File: config.mk
export PLATFORM = sky130hd
export DESIGN_NAME = seq_fxp_div
export DESIGN_NICKNAME = d
export VERILOG_FILES = /design/src/rtl/seq_fxp_div.sv
export SDC_FILE = /design/constraint.sdc
export NUM_CORES = 1
export LEC_CHECK = 0
export ABC_AREA = 1
export CELL_PAD_IN_SITES_DETAIL_PLACEMENT = 0
export CELL_PAD_IN_SITES_GLOBAL_PLACEMENT = 1
export CORE_ASPECT_RATIO = 0.7
export CORE_MARGIN = 5
export CORE_UTILIZATION = 40
export CTS_CLUSTER_SIZE = 10
export DETAILED_ROUTE_END_ITERATION = 10
export GPL_TIMING_DRIVEN = 0
export PLACE_DENSITY_LB_ADDON = 0.25
export SLEW_MARGIN = 20
export SYNTH_ARGS = -nofsm -noshare
export SYNTH_HDL_FRONTEND = slang
export SYNTH_SLANG_ARGS = --single-unit
File: constraint.sdc
create_clock -name clk -period 3.9 [get_ports clk]
set_input_delay 0.78 -clock clk [delete_from_list [all_inputs] [get_ports clk]]
set_output_delay 0.78 -clock clk [all_outputs]
set_load 0.005 [all_outputs]
File: src/rtl/seq_fxp_div.sv
// rtl/seq_fxp_div.sv - iterative signed Q-format divider, one restoring quotient bit per clock
// Optional: define SEQ_FXP_DIV_ROUND_EN for round-half-away-from-zero (one extra CALC cycle).
module seq_fxp_div #(
  parameter int DATA_WIDTH = 16,
  parameter int BIN_POS    = 8
) (
  input  logic                  clk,
  input  logic                  rst,
  input  logic                  in_valid,
  output logic                  in_ready,
  input  logic [DATA_WIDTH-1:0] a,
  input  logic [DATA_WIDTH-1:0] b,
  output logic                  out_valid,
  input  logic                  out_ready,
  output logic [DATA_WIDTH-1:0] quot,
  output logic                  dbz,
  output logic                  ovf
);
  localparam int QW = DATA_WIDTH + BIN_POS;
  localparam int CW = $clog2(QW + 1);
  localparam logic [QW-1:0]         NEG_MAG = {{(QW-1){1'b0}}, 1'b1} << (DATA_WIDTH - 1);
  localparam logic [QW-1:0]         POS_MAX = NEG_MAG - QW'(1);
  localparam logic [DATA_WIDTH-1:0] Q_MAX   = {1'b0, {(DATA_WIDTH-1){1'b1}}};
  localparam logic [DATA_WIDTH-1:0] Q_MIN   = {1'b1, {(DATA_WIDTH-1){1'b0}}};

  typedef enum logic [1:0] {S_IDLE, S_CALC, S_DONE} state_t;
  state_t r_state, w_state_nx;

  logic                  r_sign;
  logic [QW-1:0]         r_dvd;
  logic [DATA_WIDTH-1:0] r_dvs;
  logic [DATA_WIDTH-1:0] r_rem;
  logic [CW-1:0]         r_cnt;
  logic [DATA_WIDTH-1:0] r_quot;
  logic                  r_dbz;
  logic                  r_ovf;

  logic                  w_accept;
  logic                  w_bzero;
  logic                  w_last;
  logic [DATA_WIDTH-1:0] w_a_mag;
  logic [DATA_WIDTH-1:0] w_b_mag;
  logic [DATA_WIDTH:0]   w_rem_sh;
  logic                  w_ge;
  logic [DATA_WIDTH-1:0] w_rem_nx;
  logic [QW-1:0]         w_qmag_nx;
  logic [QW-1:0]         w_qmag_fin;
  logic [DATA_WIDTH-1:0] w_quot_fin;
  logic                  w_ovf_fin;

  assign w_accept = in_valid && (r_state == S_IDLE);
  assign w_bzero  = (b == '0);
  // Read as unsigned: negating the most negative value gives 2^(DW-1), its exact magnitude.
  assign w_a_mag  = a[DATA_WIDTH-1] ? -a : a;
  assign w_b_mag  = b[DATA_WIDTH-1] ? -b : b;

  // The quotient bits shift into the dividend register as the dividend bits shift out.
  assign w_rem_sh  = {r_rem, r_dvd[QW-1]};
  assign w_ge      = (w_rem_sh >= {1'b0, r_dvs});
  assign w_rem_nx  = w_ge ? DATA_WIDTH'(w_rem_sh - {1'b0, r_dvs}) : w_rem_sh[DATA_WIDTH-1:0];
  assign w_qmag_nx = {r_dvd[QW-2:0], w_ge};

`ifdef SEQ_FXP_DIV_ROUND_EN
  logic w_rnd_up;
  assign w_rnd_up   = ({r_rem, 1'b0} >= {1'b0, r_dvs});
  assign w_qmag_fin = r_dvd + QW'(w_rnd_up);
  assign w_last     = (r_cnt == '0);
`else
  assign w_qmag_fin = w_qmag_nx;
  assign w_last     = (r_cnt == CW'(1));
`endif

  always_comb begin
    w_quot_fin = w_qmag_fin[DATA_WIDTH-1:0];
    w_ovf_fin  = 1'b0;
    if (r_sign) begin
      if (w_qmag_fin > NEG_MAG) begin
        w_quot_fin = Q_MIN;
        w_ovf_fin  = 1'b1;
      end else begin
        w_quot_fin = -w_qmag_fin[DATA_WIDTH-1:0];
      end
    end else if (w_qmag_fin > POS_MAX) begin
      w_quot_fin = Q_MAX;
      w_ovf_fin  = 1'b1;
    end
  end

  always_ff @(posedge clk) begin
    if (rst) r_state <= S_IDLE;
    else     r_state <= w_state_nx;
  end

  always_comb begin
    w_state_nx = r_state;
    case (r_state)
      S_IDLE:  if (in_valid) w_state_nx = w_bzero ? S_DONE : S_CALC;
      S_CALC:  if (w_last) w_state_nx = S_DONE;
      S_DONE:  if (out_ready) w_state_nx = S_IDLE;
      default: w_state_nx = S_IDLE;
    endcase
  end

  always_ff @(posedge clk) begin
    if (rst) begin
      r_quot <= '0;
      r_dbz  <= 1'b0;
      r_ovf  <= 1'b0;
      r_cnt  <= '0;
    end else begin
      if (w_accept) begin
        if (w_bzero) begin
          r_dbz  <= 1'b1;
          r_ovf  <= 1'b0;
          r_quot <= a[DATA_WIDTH-1] ? Q_MIN : Q_MAX;
        end else begin
          r_sign <= a[DATA_WIDTH-1] ^ b[DATA_WIDTH-1];
          r_dvd  <= QW'(w_a_mag) << BIN_POS;
          r_dvs  <= w_b_mag;
          r_rem  <= '0;
          r_cnt  <= CW'(QW);
        end
      end
      if (r_state == S_CALC) begin
        if (r_cnt != '0) begin
          r_rem <= w_rem_nx;
          r_dvd <= w_qmag_nx;
          r_cnt <= r_cnt - CW'(1);
        end
        if (w_last) begin
          r_quot <= w_quot_fin;
          r_ovf  <= w_ovf_fin;
          r_dbz  <= 1'b0;
        end
      end
    end
  end

  assign in_ready  = (r_state == S_IDLE);
  assign out_valid = (r_state == S_DONE);
  assign quot      = r_quot;
  assign dbz       = r_dbz;
  assign ovf       = r_ovf;
endmodule

==> results.md, run 1 <==
- The flow ran to the end, and the final reports show no timing, DRC or antenna violations.
- The die is 110 microns tall.
- The post-place setup slack is 288 ps.
- Headroom to the max-slew limit came out at 47.5%.
- The layout overhead on the synthesized area is 19.4%.
- The slowest stage of the critical path belongs to the cell sky130_fd_sc_hd__edfxtp_1.
- The cell sitting at the root of the clock tree is a sky130_fd_sc_hd__clkbuf_16.
- In this run the power density over the cells is 433 mW/mm^2.
- The maximum clock insertion buffer count is 2.
- Counting flops with a built-in enable in the synthesized netlist gives 57.
- The die outline area is 0.0169 sq mm.
- The total clock buffers created by CTS is 9.
- The number of nets in the synthesized netlist is 831.
- The count of distinct cell types in the synthesized netlist is 50.
- The hold buffer count at cts is 0.
- The sequential area share after synthesis is 38.4%.
- The cell family contributing the most delay on the critical path is simple AND/OR/NAND/NOR gates.
- The sequential cells in the finished layout cover a total of 0.00221 sq mm.
- The count of boundary I/O pins is 56.
- By area, the combinational part of the netlist is dominated by simple AND/OR/NAND/NOR gates.
- Setup violations remaining at the end of the flow were counted as 0.
- Of the total synthesized cell area, the portion taken by XOR and XNOR cells is 5.78%.
- The library cell occupying the most area in the post-synthesis netlist is sky130_fd_sc_hd__edfxtp_1.
- The count of antenna-violating nets left after detailed routing is 0.
- The post-CTS clock slew at the launch and capture registers of the worst setup and hold paths is 60 ps.
- The kind of start point of the critical path is a flop.
- The first global-routing pass estimated 25900 microns of wire.
- The net count of the finished layout is 897.
- The buffers plus inverters on the worst setup path is 3.
- By startpoint and endpoint, the worst setup path is classified as reg -> reg.
- The area share of the largest cell type after synthesis is 29.7%.
- For this run, design rule violations remaining after detail routing come to 0.
- The initial detailed-routing violation count is 379.
- The area of the multi-input gates is 0.00298 sq mm.
- Across the VDD grid, the largest voltage drop is 0.000267 V.
- The dominant register cell in the synthesized netlist is sky130_fd_sc_hd__edfxtp_1.
- The detailed router placed 5381 vias in this run.
- The tool flagged a number of max-cap violations equal to 0.
- The top achievable clock speed is 286 MHz.
- Data on the critical path arrives at its endpoint at 3760 ps.
- Entering global routing, the biggest net connects 50 pins.
- Buffers added to address setup during post-CTS repair amount to 0.
- The stage delay of the slowest cell on the critical path is 430 ps.
- Summing the areas of all fa, ha and maj instances in the mapped netlist gives 4.91% of the synthesized area.
- The critical path goes through ha_1 -> nand2_1 -> inv_1 -> a21oi_1 -> nand3_2 -> nand2_1 -> nand2_2 -> inv_1 -> clkbuf_4 -> ha_1 -> nand2_1 -> nor2_1 -> nand2_2 -> nor3_2 -> nand3_1 -> nand2_2 -> nand2_4 -> nor3_1 -> o21ai_0 -> nor2_1.
- The x dimension of the die is 153 microns.
- Using the TritonRoute via totals, the vias-per-cell ratio works out to 5.20.
- Setup repair after global routing left no endpoint under its margin.
- The number of sinks driven by the clock tree is 82.
- The period utilization is 89.5%.
- After layout, the minimum clock period comes to 3490 ps.
- The synthesized cell area is 0.00576 sq mm.
- The number of inserted diodes is 0.
- The count of mapped cells out of synthesis is 773.
- After floorplanning, the core was sized to cover 0.0140 sq mm.
- The aggregate negative setup slack is 0 ps.
- The layout has 1385 filler cells.
- The number of global-route vias before repair is 4947.
- The standby leakage power is 3.02 nW.
- Of the total synthesized cell area, the portion taken by AND, OR, NAND and NOR gates is 25.7%.
- The clock latency of the later-clocked register in the worst-skew pair is 340 ps.
- The count of warnings emitted by yosys is 0.
- STA puts the critical path data required time at 4170 ps.
- On the final layout, the worst clock skew is 8.12 ps.
- Sorting the synthesized cells by area gives the leading types as sky130_fd_sc_hd__edfxtp_1 (30%), sky130_fd_sc_hd__nand2_1 (10%), sky130_fd_sc_hd__dfxtp_1 (8.7%).
- The maximum net fanout on the critical path is 10.
- The final layout contains routed wiring with a total length of 16100 microns.
- The count of final max-slew check failures is 0.
- The class of the worst hold path is reg -> reg.
- In the post-route analysis, the smallest setup slack over all paths is 409 ps.
- At the pin with the least slew margin, the transition time is 787 ps.
- The number of failing hold endpoints at the final stage is 0.
- Global routing finished with a remaining overflow of 0.
- In this run the number of H-tree levels came out at 3.
- Summing the areas of all compound-gate instances in the mapped netlist gives 15.2% of the synthesized area.
- The number of detailed-routing iterations run before antenna repair is 5.
- The last weighted congestion value of the routability-driven placer is 0.879.
- Counting flops and latches in the post-synthesis netlist gives 82.
- The starting utilization of the core area is 41.1%.
- The clock tree from TritonCTS is done.
- The number of antenna violations at the first check in global routing is 0.
- The post-synthesis async set-or-reset flop share is 0%.
- The half-perimeter wire length after placement is 12400 microns.
- The capturing element type of the critical path is a flop.
- The floorplan has 36 rows.
- The average cell area after synthesis is 7.45 sq um.
- The multiplexer area fraction after synthesis is 0%.
- The post-detailed-route wirelength per cell is 15.6 microns.
- Of the cells placed in the final design, the portion with a size suffix greater than 1 is 7.23%.
- The number of input and output port buffers inserted is 54.
- The global-route total usage across every layer is 19.3%.
==> power breakdown <==
| group | internal (mW) | leakage [nW] | switching, mW |
|---|---|---|---|
| registers | 1.07 | 0.762 | 0.0961 |
| clock network | 0.536 | 0.157 | 0.357 |
| logic | 0.347 | 2.10 | 0.567 |
| total | 1.96 | 3.02 | 1.02 |
==> Yosys cell counts (3+ instances only) <==
| cell type | instances |
|---|---|
| sky130_fd_sc_hd__nor4_1 | 3 |
| sky130_fd_sc_hd__buf_2 | 6 |
| sky130_fd_sc_hd__xnor2_1 | 12 |
| sky130_fd_sc_hd__buf_4 | 4 |
| sky130_fd_sc_hd__nor2_1 | 68 |
| sky130_fd_sc_hd__a22oi_1 | 3 |
| sky130_fd_sc_hd__or2_2 | 4 |
| sky130_fd_sc_hd__o21ai_1 | 7 |
| sky130_fd_sc_hd__nand3_1 | 60 |
| sky130_fd_sc_hd__inv_1 | 108 |
| sky130_fd_sc_hd__edfxtp_1 | 57 |
| sky130_fd_sc_hd__nor2_2 | 3 |
| sky130_fd_sc_hd__dfxtp_1 | 25 |
| sky130_fd_sc_hd__a21oi_1 | 58 |
| sky130_fd_sc_hd__nand2_2 | 5 |
| sky130_fd_sc_hd__a211oi_1 | 4 |
| sky130_fd_sc_hd__nor3_1 | 8 |
| sky130_fd_sc_hd__nand4_1 | 6 |
| sky130_fd_sc_hd__o21ai_0 | 67 |
| sky130_fd_sc_hd__clkbuf_1 | 11 |
| sky130_fd_sc_hd__o31ai_1 | 4 |
| sky130_fd_sc_hd__xor2_1 | 26 |
| sky130_fd_sc_hd__inv_2 | 5 |
| sky130_fd_sc_hd__o211ai_1 | 7 |
| sky130_fd_sc_hd__ha_1 | 21 |
| sky130_fd_sc_hd__nand2_1 | 159 |
==> flip-flops by register name, summed over array words and instances (netlist names) <==
| name | count |
|---|---|
| r_dvd | 24 |
| quot | 16 |
| r_dvs | 16 |
| r_rem | 16 |
| r_cnt | 5 |
| r_state | 2 |
| dbz | 1 |
| ovf | 1 |
| r_sign | 1 |
==> placed cells by master (no fill, tap or decap), types with 5 or more instances in the layout <==
master and instances:
sky130_fd_sc_hd__xor2_1 26, sky130_fd_sc_hd__nor2_1 67, sky130_fd_sc_hd__xnor2_1 12, sky130_fd_sc_hd__inv_1 108, sky130_fd_sc_hd__clkdlybuf4s50_1 54, sky130_fd_sc_hd__o21ai_1 7
sky130_fd_sc_hd__nand4_1 6, sky130_fd_sc_hd__nor3_1 8, sky130_fd_sc_hd__nand3_1 60, sky130_fd_sc_hd__ha_1 21, sky130_fd_sc_hd__buf_2 5, sky130_fd_sc_hd__edfxtp_1 57
sky130_fd_sc_hd__a21oi_1 58, sky130_fd_sc_hd__clkbuf_16 11, sky130_fd_sc_hd__clkbuf_1 11, sky130_fd_sc_hd__o211ai_1 7, sky130_fd_sc_hd__o21ai_0 67, sky130_fd_sc_hd__nand2_1 159
sky130_fd_sc_hd__dfxtp_1 25
==> final timing paths <==
kind | from | to | slack (ps) | depth (start not counted)
setup reg to reg | r_rem[6]$_DFFE_PN_ | quot[8]$_SDFF_PP0_ | 410 | 20
hold reg to reg | r_cnt[4]$_SDFF_PP0_ | r_cnt[4]$_SDFF_PP0_ | 500 | 1
hold / removal | r_cnt[4]$_SDFF_PP0_ | r_cnt[4]$_SDFF_PP0_ | 500 | 1
setup / recovery | r_rem[6]$_DFFE_PN_ | quot[8]$_SDFF_PP0_ | 410 | 20
==> cell type report <==
class	instances	share of cell area [%]
multi-input cells	549	43.3
flip-flops and latches	82	32.2
repair buffers	55	8.02
inverters	116	6.40
clock buffers	14	4.37
well taps	190	3.46
plain buffers	26	2.07
clock inverters	2	0.182
==> cell families after synthesis <==
family | after synthesis
flip-flops | 82
AO/OA/AOI/OAI | 161
buffers and inverters | 142
adder cells (fa/ha/maj) | 22
AND/OR/NAND/NOR | 328
XOR/XNOR | 38
==> metrics by stage <==
step	power, mW	util [%]	std cells	hold slack [ps]	area, sq um
2_1_floorplan	1.80	-	773	461	5760
3_3_place_gp	2.07	46.7	1017	469	6540
3_5_place_dp	2.09	46.8	1018	480	6550
4_1_cts	2.98	49.0	1034	495	6870
5_1_grt	3.16	49.1	1034	531	6880
6_report	2.98	49.1	1034	498	6880
==> layer usage <==
layer	vias to the layer above	wire length, microns	global-route usage, %
li1	2699	-	-
met1	2520	8270	29.1
met2	152	6760	29.3
met3	10	991	3.36
met4	0	126	3.40
met5	-	0	0
==> timing repair <==
| action | CTS | global route |
|---|---|---|
| gates resized for setup | 0 | 3 |
| endpoints found under the setup margin | 0 | 5 |
| endpoints found under the hold margin | 0 | 0 |
Note: power is estimated with default switching activity, not from simulation.
==> run 2: changes to the inputs <==
SKIP_CTS_REPAIR_TIMING = 1   (was not set)
==> results of run 2 <==
Same layout as run 1: the final DEF is identical, and so are final timing and power.
==> run 3: changes to the inputs <==
CTS_BUF_LIST = sky130_fd_sc_hd__clkbuf_8   (was not set)
==> results.md, run 3 (synthesized netlist as in run 1, its figures left out) <==
- The flow ran to the end, and the final reports show no timing, DRC or antenna violations.
- The top achievable clock speed is 286 MHz (about the same).
- The number of input and output port buffers inserted is 54 (unchanged).
- The count of boundary I/O pins was 56 (unchanged).
- The total length of routed wires is 16200 microns (+0.28%).
- The initial detailed-routing violation count is 332 (-12%).
- The cell chosen for the clock root is sky130_fd_sc_hd__clkbuf_8.
- The core box area came to 0.0140 sq mm (unchanged).
- The H-tree depth reported by CTS is 3 (unchanged).
- The cell count of the worst reg-to-reg path came to 20 (unchanged).
- The most common cell after layout, fill and taps aside is sky130_fd_sc_hd__nand2_1.
- The count of final setup violators is 0 (unchanged).
- The number of sinks driven by the clock tree is 82 (unchanged).
- The final setup skew is 10.3 ps (+2.17 ps).
- The setup slack of the worst register-to-register path was 410 ps (about the same).
- The x dimension of the die is 153 microns (unchanged).
- The die outline area is 0.0169 sq mm (unchanged).
- The clock latency of the later-clocked register in the worst-skew pair is 370 ps (+30 ps).
- The count of antenna-violating nets left after detailed routing is 0 (unchanged).
- The number of antenna violations at the first check in global routing is 0 (unchanged).
- The per-cell via count in the routed design is 5.21 (+0.20%).
- The number of nets in the finished design was 897 (unchanged).
- The worst hold path belongs to the class reg -> reg.
- The number of cells traversed by the worst hold path is 2 (+1).
- The number of global-route vias before repair came to 4957 (+0.20%).
- The standby leakage power was 2.99 nW (-1.2%).
- The global-route total usage across every layer was 19.4% (+0.11 points).
- The total overflow reported by the global router came to 0 (unchanged).
- The number of DRC violations after detailed routing came to 0 (unchanged).
- The post-detailed-route wirelength per cell is 15.7 microns (+0.28%).
- The transition time of the tightest slew-check pin came to 767 ps (-20.2 ps).
- The ratio of total power to cell area is 411 mW/mm^2 (-5.0%).
- The kind of critical path is reg -> reg.
- The last weighted congestion value of the routability-driven placer is 0.879 (unchanged).
- The number of detailed-routing iterations run before antenna repair was 4 (-1).
- The layout overhead on the synthesized area is 17.8%.
- The worst flop-to-flop path startpoint is r_rem[6]$_DFFE_PN_.
- The number of inserted diodes came to 0 (unchanged).
- Ranked by flip-flop count, first place goes to r_dvd.
- The worst setup path is captured at a flop.
- The hold path startpoint is quot[1]$_SDFF_PP0_.
- The post-CTS clock slew at the launch and capture registers of the worst setup and hold paths is 90 ps (+30 ps).
- The clock tree from TritonCTS is done.
- The half-perimeter wire length after placement is 12400 microns (unchanged).
- The overall via count from detail_route is 5392 (+0.20%).
- The number of rows created at floorplan is 36 (unchanged).
- The clock period minus worst slack is 3490 ps (+3.20 ps).
- For hold timing, the worst endpoint is quot[1]$_SDFF_PP0_.
- The maximum vdd ir drop came to 0.000272 V (+2.0%).
- The die outline height is 110 microns (unchanged).
- Leaving out fill and tap cells, the most frequent cells in the layout are sky130_fd_sc_hd__nand2_1 (159), sky130_fd_sc_hd__inv_1 (110), sky130_fd_sc_hd__nor2_1 (67), sky130_fd_sc_hd__o21ai_0 (67), sky130_fd_sc_hd__nand3_1 (60).
- The worst register-to-register path ends at quot[8]$_SDFF_PP0_.
- The global-route wire length before repair is 26000 microns (+0.10%).
- The worst setup path is launched from a flop.
- The signal arrival time at the worst endpoint is 3790 ps (+30 ps).
- The number of failing hold endpoints at the final stage came to 0 (unchanged).
- The headroom to the max-slew limit was 48.9% (+1.3 points).
- The minimum setup slack in the final design is 406 ps (-3.20 ps).
- The aggregate negative setup slack is 0 ps (unchanged).
- The smallest hold slack was 506 ps (+8.36 ps).
- The fraction of layout instances using a drive strength above 1 is 7.11% (-0.12 points).
- The number of flip-flops in the largest register came to 24 (unchanged).
- Setup repair after global routing left no endpoint under its margin.
- The post-place setup slack is 288 ps (unchanged).
- The maximum clock insertion buffer count came to 2 (unchanged).
- The critical path required time is 4200 ps (+30 ps).
- The maximum net fanout on the critical path is 10 (unchanged).
- The period utilization is 89.6% (about the same).
- The count of final max-slew check failures is 0 (unchanged).
- The number of violations of the max-capacitance limit is 0 (unchanged).
- The pin count of the biggest net entering global routing is 50 (unchanged).
- The total clock buffers created by CTS is 9 (unchanged).
- The starting utilization of the core area is 41.1% (unchanged).
## run 3: area by class of cell
type | instances | area, sq um
plain buffers | 26 | 143
clock buffers | 10 | 138
clock inverters | 6 | 80.1
fillers | 1395 | 7230
inverters | 116 | 440
multi-input cells | 549 | 2980
flip-flops and latches | 82 | 2210
well taps | 190 | 238
repair buffers | 55 | 552
## run 3: worst max-delay path by stage
stage / cells past startpoint / endpoint / start / slack [ps]
after floorplan: 22 / quot[1]$_SDFF_PP0_ / r_rem[11]$_DFFE_PN_ / 1050
after global placement: 5 / quot[8]$_SDFF_PP0_ / rst / -200
after detailed placement: 22 / quot[4]$_SDFF_PP0_ / r_rem[6]$_DFFE_PN_ / 290
after CTS: 22 / quot[4]$_SDFF_PP0_ / r_rem[6]$_DFFE_PN_ / 260
after global routing: 22 / quot[1]$_SDFF_PP0_ / r_rem[6]$_DFFE_PN_ / 20
final: 20 / quot[8]$_SDFF_PP0_ / r_rem[6]$_DFFE_PN_ / 410
## run 3: routing by layer
metal	wire [microns]	vias up	GRT usage, %
li1	-	2698	-
met5	0	-	0
met2	6800	140	29.4
met3	939	13	3.36
met1	8310	2541	29.1
met4	145	0	4.16
## run 3: per-stage QoR
stage / std cells / util, % / area, sq um / power [mW]
after floorplan: 773 / - / 5760 / 1.80
after global placement: 1017 / 46.7 / 6540 / 2.07
after detailed placement: 1018 / 46.8 / 6550 / 2.09
after CTS: 1034 / 48.3 / 6770 / 2.79
after global routing: 1034 / 48.4 / 6780 / 2.97
final: 1034 / 48.4 / 6780 / 2.79
## run 3: worst max-delay path, cell delays in order (launching register included)
cell and delay, ps:
sky130_fd_sc_hd__edfxtp_1 440, sky130_fd_sc_hd__ha_1 360, sky130_fd_sc_hd__nand2_1 100, sky130_fd_sc_hd__inv_1 80, sky130_fd_sc_hd__a21oi_1 170, sky130_fd_sc_hd__nand3_2 170, sky130_fd_sc_hd__nand2_1 160, sky130_fd_sc_hd__nand2_2 90
sky130_fd_sc_hd__inv_1 80, sky130_fd_sc_hd__clkbuf_4 220, sky130_fd_sc_hd__ha_1 190, sky130_fd_sc_hd__nand2_1 90, sky130_fd_sc_hd__nor2_1 120, sky130_fd_sc_hd__nand2_2 120, sky130_fd_sc_hd__nor3_2 170, sky130_fd_sc_hd__nand3_1 120
sky130_fd_sc_hd__nand2_2 160, sky130_fd_sc_hd__nand2_4 120, sky130_fd_sc_hd__nor3_1 140, sky130_fd_sc_hd__o21ai_0 160, sky130_fd_sc_hd__nor2_1 150
## run 3: power breakdown
group	internal, mW	leakage, nW	switching [mW]	total, mW
Sequential	1.07	0.762	0.0956	1.17
Clock	0.375	0.120	0.331	0.706
Combinational	0.346	2.10	0.569	0.915
Total	1.79	2.99	0.996	2.79
